**config.mk**
```make
export PLATFORM = sky130hd
export DESIGN_NAME = doorlock_code_sender
export DESIGN_NICKNAME = d
export VERILOG_FILES = /design/src/rtl/doorlock_code_sender.sv
export SDC_FILE = /design/constraint.sdc
export NUM_CORES = 1
export LEC_CHECK = 0
export ABC_CLOCK_PERIOD_IN_PS = 2700
export BUFFER_PORTS_ARGS = -buffer_cell sky130_fd_sc_hd__buf_2
export CAP_MARGIN = 20
export CORE_MARGIN = 2
export CORE_UTILIZATION = 55
export CTS_CLUSTER_DIAMETER = 200
export DETAILED_ROUTE_END_ITERATION = 12
export PLACE_DENSITY_LB_ADDON = 0.12
export SLEW_MARGIN = 25
export SYNTH_ARGS = -nofsm -noshare
export SYNTH_HDL_FRONTEND = slang
export SYNTH_SLANG_ARGS = --single-unit
```
**constraint.sdc**
```tcl
create_clock -name clk -period 2.7 [get_ports clk]
set_clock_uncertainty 0.2 [all_clocks]
set_input_delay 0.27 -clock clk [delete_from_list [all_inputs] [get_ports clk]]
set_output_delay 0.27 -clock clk [all_outputs]
set_load 0.005 [all_outputs]
```
**src/rtl/doorlock_code_sender.sv**
```systemverilog
// doorlock_code_sender
//   Transmit side of the doorlock button protocol. A start request latches a
//   code, which is then sent as 2-bit button symbols, MSB symbol first, one per
//   clk. The block then waits for the lock's pass/fail verdict, or gives up
//   after TIMEOUT cycles, and reports the result.
//
//   Optional feature macro: DOORLOCK_SENDER_RETRY_EN
//     defined   - a fail verdict resends the code, up to MAX_RETRY times
//     undefined - the first fail verdict ends the transaction
//
// Ports
//   clk       in   1         clock, rising edge
//   clr       in   1         asynchronous reset, active-high
//   start     in   1         send request, sampled only in IDLE
//   code      in   2*DIGITS  code to send, latched on an accepted start
//   bn        out  2         current button symbol (0 when not sending)
//   bn_valid  out  1         bn carries a code symbol
//   pass_in   in   1         lock verdict: accepted
//   fail_in   in   1         lock verdict: rejected
//   busy      out  1         in SEND or WAIT
//   done      out  1         one-cycle pulse at the end of a transaction
//   ok        out  1         last transaction passed (held until next start)
//   timeout   out  1         last transaction timed out (held until next start)
//   attempts  out  2         sends in last/current transaction minus 1
module doorlock_code_sender #(
  parameter int DIGITS    = 4,
  parameter int TIMEOUT   = 8,
  parameter int MAX_RETRY = 3
) (
  input  logic                clk,
  input  logic                clr,
  input  logic                start,
  input  logic [2*DIGITS-1:0] code,
  output logic [1:0]          bn,
  output logic                bn_valid,
  input  logic                pass_in,
  input  logic                fail_in,
  output logic                busy,
  output logic                done,
  output logic                ok,
  output logic                timeout,
  output logic [1:0]          attempts
);

  localparam int CW = 2 * DIGITS;
  localparam int SW = (DIGITS > 1) ? $clog2(DIGITS) : 1;
  localparam int WW = (TIMEOUT > 1) ? $clog2(TIMEOUT) : 1;

  localparam logic [SW-1:0] SLAST = SW'(DIGITS - 1);
  localparam logic [WW-1:0] WLAST = WW'(TIMEOUT - 1);
  localparam logic [1:0]    MAXR  = 2'(MAX_RETRY);

`ifdef DOORLOCK_SENDER_RETRY_EN
  localparam bit RETRY_ON = 1'b1;
`else
  localparam bit RETRY_ON = 1'b0;
`endif

  typedef enum logic [1:0] {IDLE, SEND, WAIT, FIN} state_t;

  state_t          state, state_n;
  logic [CW-1:0]   code_q, code_n;
  logic [SW-1:0]   sym, sym_n;
  logic [WW-1:0]   wcnt, wcnt_n;
  logic [1:0]      bn_n, att_n;
  logic            vld_n, done_n, ok_n, to_n, busy_n;

  // Symbol i counted from the MSB end of the code.
  function automatic logic [1:0] sym_at(input logic [CW-1:0] c,
                                        input logic [SW-1:0] i);
    logic [CW-1:0] s;
    s = c << (2 * i);
    return s[CW-1 -: 2];
  endfunction

  always_comb begin
    state_n = state;
    code_n  = code_q;
    sym_n   = sym;
    wcnt_n  = wcnt;
    bn_n    = 2'b00;
    vld_n   = 1'b0;
    done_n  = 1'b0;
    ok_n    = ok;
    to_n    = timeout;
    att_n   = attempts;
    unique case (state)
      IDLE: if (start) begin
        code_n  = code;
        ok_n    = 1'b0;
        to_n    = 1'b0;
        att_n   = 2'd0;
        sym_n   = '0;
        bn_n    = code[CW-1 -: 2];
        vld_n   = 1'b1;
        state_n = SEND;
      end
      SEND: begin
        if (sym == SLAST) begin
          wcnt_n  = '0;
          state_n = WAIT;
        end else begin
          sym_n = sym + 1'b1;
          bn_n  = sym_at(code_q, sym_n);
          vld_n = 1'b1;
        end
      end
      WAIT: begin
        wcnt_n = wcnt + 1'b1;
        if (pass_in) begin
          ok_n    = 1'b1;
          done_n  = 1'b1;
          state_n = FIN;
        end else if (fail_in) begin
          if (RETRY_ON && attempts < MAXR) begin
            // Resend immediately, no idle gap between attempts.
            att_n   = attempts + 2'd1;
            sym_n   = '0;
            bn_n    = code_q[CW-1 -: 2];
            vld_n   = 1'b1;
            state_n = SEND;
          end else begin
            done_n  = 1'b1;
            state_n = FIN;
          end
        end else if (wcnt == WLAST) begin
          to_n    = 1'b1;
          done_n  = 1'b1;
          state_n = FIN;
        end
      end
      FIN: state_n = IDLE;
      default: state_n = IDLE;
    endcase
    busy_n = (state_n == SEND) || (state_n == WAIT);
  end

  always_ff @(posedge clk or posedge clr) begin
    if (clr) begin
      state    <= IDLE;
      code_q   <= '0;
      sym      <= '0;
      wcnt     <= '0;
      bn       <= 2'b00;
      bn_valid <= 1'b0;
      busy     <= 1'b0;
      done     <= 1'b0;
      ok       <= 1'b0;
      timeout  <= 1'b0;
      attempts <= 2'd0;
    end else begin
      state    <= state_n;
      code_q   <= code_n;
      sym      <= sym_n;
      wcnt     <= wcnt_n;
      bn       <= bn_n;
      bn_valid <= vld_n;
      busy     <= busy_n;
      done     <= done_n;
      ok       <= ok_n;
      timeout  <= to_n;
      attempts <= att_n;
    end
  end

endmodule

```
==> results.md <==
- CTS sink count: 22
- Final core occ: 0.716
- Hold path start: pass_in
- Post-layout nets: 127
- Avg WL per Cell: 13.8 um
- Vias in the first global route: 675
- CP delay by family, top: flip-flops
- Crit. End Element: flop
- Pwr dens: 1050 mW/mm2
- CTS root buf: clkbuf_4
- Post-synth ARST share: 1.00
- Top cell type's share of synthesized area: 0.548
- Peak supply drop: 0.678 mV
- Synth Cell Area: 0.00100 mm2
- Final worst setup slack: 1000 ps
- Antenna Cells: 0
- Cells after synthesis: 81
- Worst slack at placement: 1010 ps
- DRC Markers: 0
- Fin. Hold Viols: 0
- Fin crit period: 1700 ps
- Post-CTS sizing: 0
- Clk_lat worst skew: 310 ps
- Synth-to-Final Area Change: 23.0%
- Period utilization: 0.629
- Worst r2r dst: bn[0]$_DFF_PP0_
- Pins Over Slew Limit: 0
- Hold Buf Count CTS: 9
- DRT antenna net count: 0
- CP cell instances: ha_1 -> mux4_1 -> a32o_1
- # rows: 15
- Initial antenna violation count: 0
- Main synth FF type: dfrtp_1
- Most frequent cells in the layout: 22 x dfrtp_1, 19 x buf_2, 9 x dlygate4sd3_1, 8 x mux2_2, 7 x a21oi_1
- Final setup fails: 0
- Post-route cell area: 0.00124 mm2
- Number of synthesized flops with an enable pin: 0
- CTS Buffer Depth: 2
- Gr ovfl total: 0
- Max Cap Viol: 0
- Clk slew on worst S/H paths: 120 ps
- Commonest non-fill, non-tap cell in the layout: dfrtp_1
- Core area: 0.00173 mm2
- DR pass1 iterations: 4
- Die H: 46.7 um
- Hold EP: ok$_DFFE_PP0P_
- CP bufs+invs: 0
- CTS tree: yes
- Max stage delay cell, worst path: dfrtp_1
- Initial core utilization: 0.582
- CP required: 2710 ps
- Chip width: 46.7 um
- Final wirelength: 1860 um
- Port bufs: 19
- DP HPWL: 1340 um
- Total GRT Usage: 0.188
- CTS buffer count: 3
- P_leak: 0.608 nW
- RR Startpoint: sym[0]$_DFFE_PP0P_
- DR iter-0 viols: 12
- Setup bufs post-CTS: 0
- Hold Path Class: in -> reg
- Global-route wire length before repair: 2860 um
- FMAX: 0.589 GHz
- Seq/Total Area, Yosys: 0.548
- Levels on crit path: 3
- Cell type with the largest total area after synthesis: dfrtp_1
- Critical Path Max Stage Delay: 470 ps
- Avg Synthesized Cell Area: 12.4 um2
- Largest net degree at the start of global routing: 23
- RD Place Congestion: 0.742
- RSZ-0062 raised after global routing: false
- Synth unique cells: 24
- Hold path depth: 3
- Relative slew slack: 0.459
- Setup CP Type: reg -> reg
- Synth Register Bits: 22
- Worst setup SP type: flop
- Reg2Reg Depth: 3
- Top post-synthesis cells by area: dfrtp_1 55%, mux2_2 9.0%, mux4_1 5.2%
- I/O pin total: 22
- FF-to-FF setup slack: 1000 ps
- Routed via count: 702
- Layout cells sized above 1: 0.318
- Slew @ Worst Pin: 811 ps
- H-tree depth: 1
- Status: finished clean
- Drt via density: 5.20
- Post-Route Setup TNS: 0 ps
- Die area: 0.00218 mm2
- Crit path DAT: 1710 ps
- Ys Warns: 0
- Dpl cell area: 0.00111 mm2
- CP max FO: 6
-- worst reg2reg max path: cells and delay by family, from the launching register on --
kind | cells | cell delay (ps)
multiplexers | 1 | 300
adder cells (fa/ha/maj) | 1 | 370
AO/OA/AOI/OAI | 1 | 270
flip-flops | 1 | 470
-- flip-flops by register name (all words and copies together) (netlist names) --
register  flops
state         2
timeout       1
done          1
busy          1
bn_valid      1
bn            2
code_q        8
wcnt          3
ok            1
sym           2
-- synth_stat cells, types with 2 or more instances --
| library cell | n |
|---|---|
| a21oi_1 | 7 |
| nor3_1 | 2 |
| nand2b_1 | 2 |
| mux4_1 | 2 |
| buf_2 | 2 |
| o22ai_1 | 2 |
| inv_1 | 4 |
| nand2_1 | 5 |
| dfrtp_1 | 22 |
| buf_4 | 2 |
| ha_1 | 3 |
| nor2_1 | 4 |
| o21ai_0 | 4 |
| a32o_1 | 2 |
| nand2b_4 | 2 |
| mux2_2 | 8 |
-- cells by family after synthesis --
kind of cell | after synthesis | synth area share
simple gates | 18 | 0.110
flops | 22 | 0.548
mux | 11 | 0.152
other cells | 1 | 0.00373
buf+inv | 8 | 0.0398
compound gates | 18 | 0.110
fa+ha+maj | 3 | 0.0374
-- how the worst max path moves through the flow --
stage                             startpoint  slack (ps)               to
after floorplan           sym[0]$_DFFE_PP0P_        1120  bn[0]$_DFF_PP0_
after global placement    sym[0]$_DFFE_PP0P_        1090  bn[0]$_DFF_PP0_
after detailed placement  sym[0]$_DFFE_PP0P_        1010  bn[0]$_DFF_PP0_
after CTS                 sym[0]$_DFFE_PP0P_         990  bn[0]$_DFF_PP0_
after global routing      sym[0]$_DFFE_PP0P_         940  bn[1]$_DFF_PP0_
final                     sym[0]$_DFFE_PP0P_        1000  bn[0]$_DFF_PP0_
-- cell type report --
class / instances / area, um2
sequential: 22 / 551
inverter: 4 / 15.0
fill: 129 / 490
multi-input combinational: 52 / 418
timing repair buffer: 28 / 185
clock buffer: 4 / 36.3
tap: 25 / 31.3
-- stage by stage --
| step | hold WS (ps) | power (mW) | cells |
|---|---|---|---|
| 2_1_floorplan | 59.2 | 0.980 | 82 |
| 4_1_cts | 68.5 | 1.31 | 135 |
| 3_3_place_gp | 264 | 1.08 | 122 |
| 5_1_grt | 87.4 | 1.38 | 135 |
| 6_report | 69.9 | 1.30 | 135 |
| 3_5_place_dp | 267 | 1.12 | 122 |
-- where the power goes --
part | total (mW) | switching [mW] | internal (mW)
sequential | 0.607 | 0.129 | 0.478
clock | 0.178 | 0.0952 | 0.0824
combinational | 0.514 | 0.218 | 0.296
-- metal layers --
metal	wire length, um	part of all wire	GRT usage	vias up
li1	-	-	-	343
met1	861	0.46	0.242	341
met2	903	0.48	0.319	16
met3	89	0.048	0.0577	2
met4	8	0.0043	0.0333	0
met5	0	0	0	-
Power figures use the tool's default switching activity.
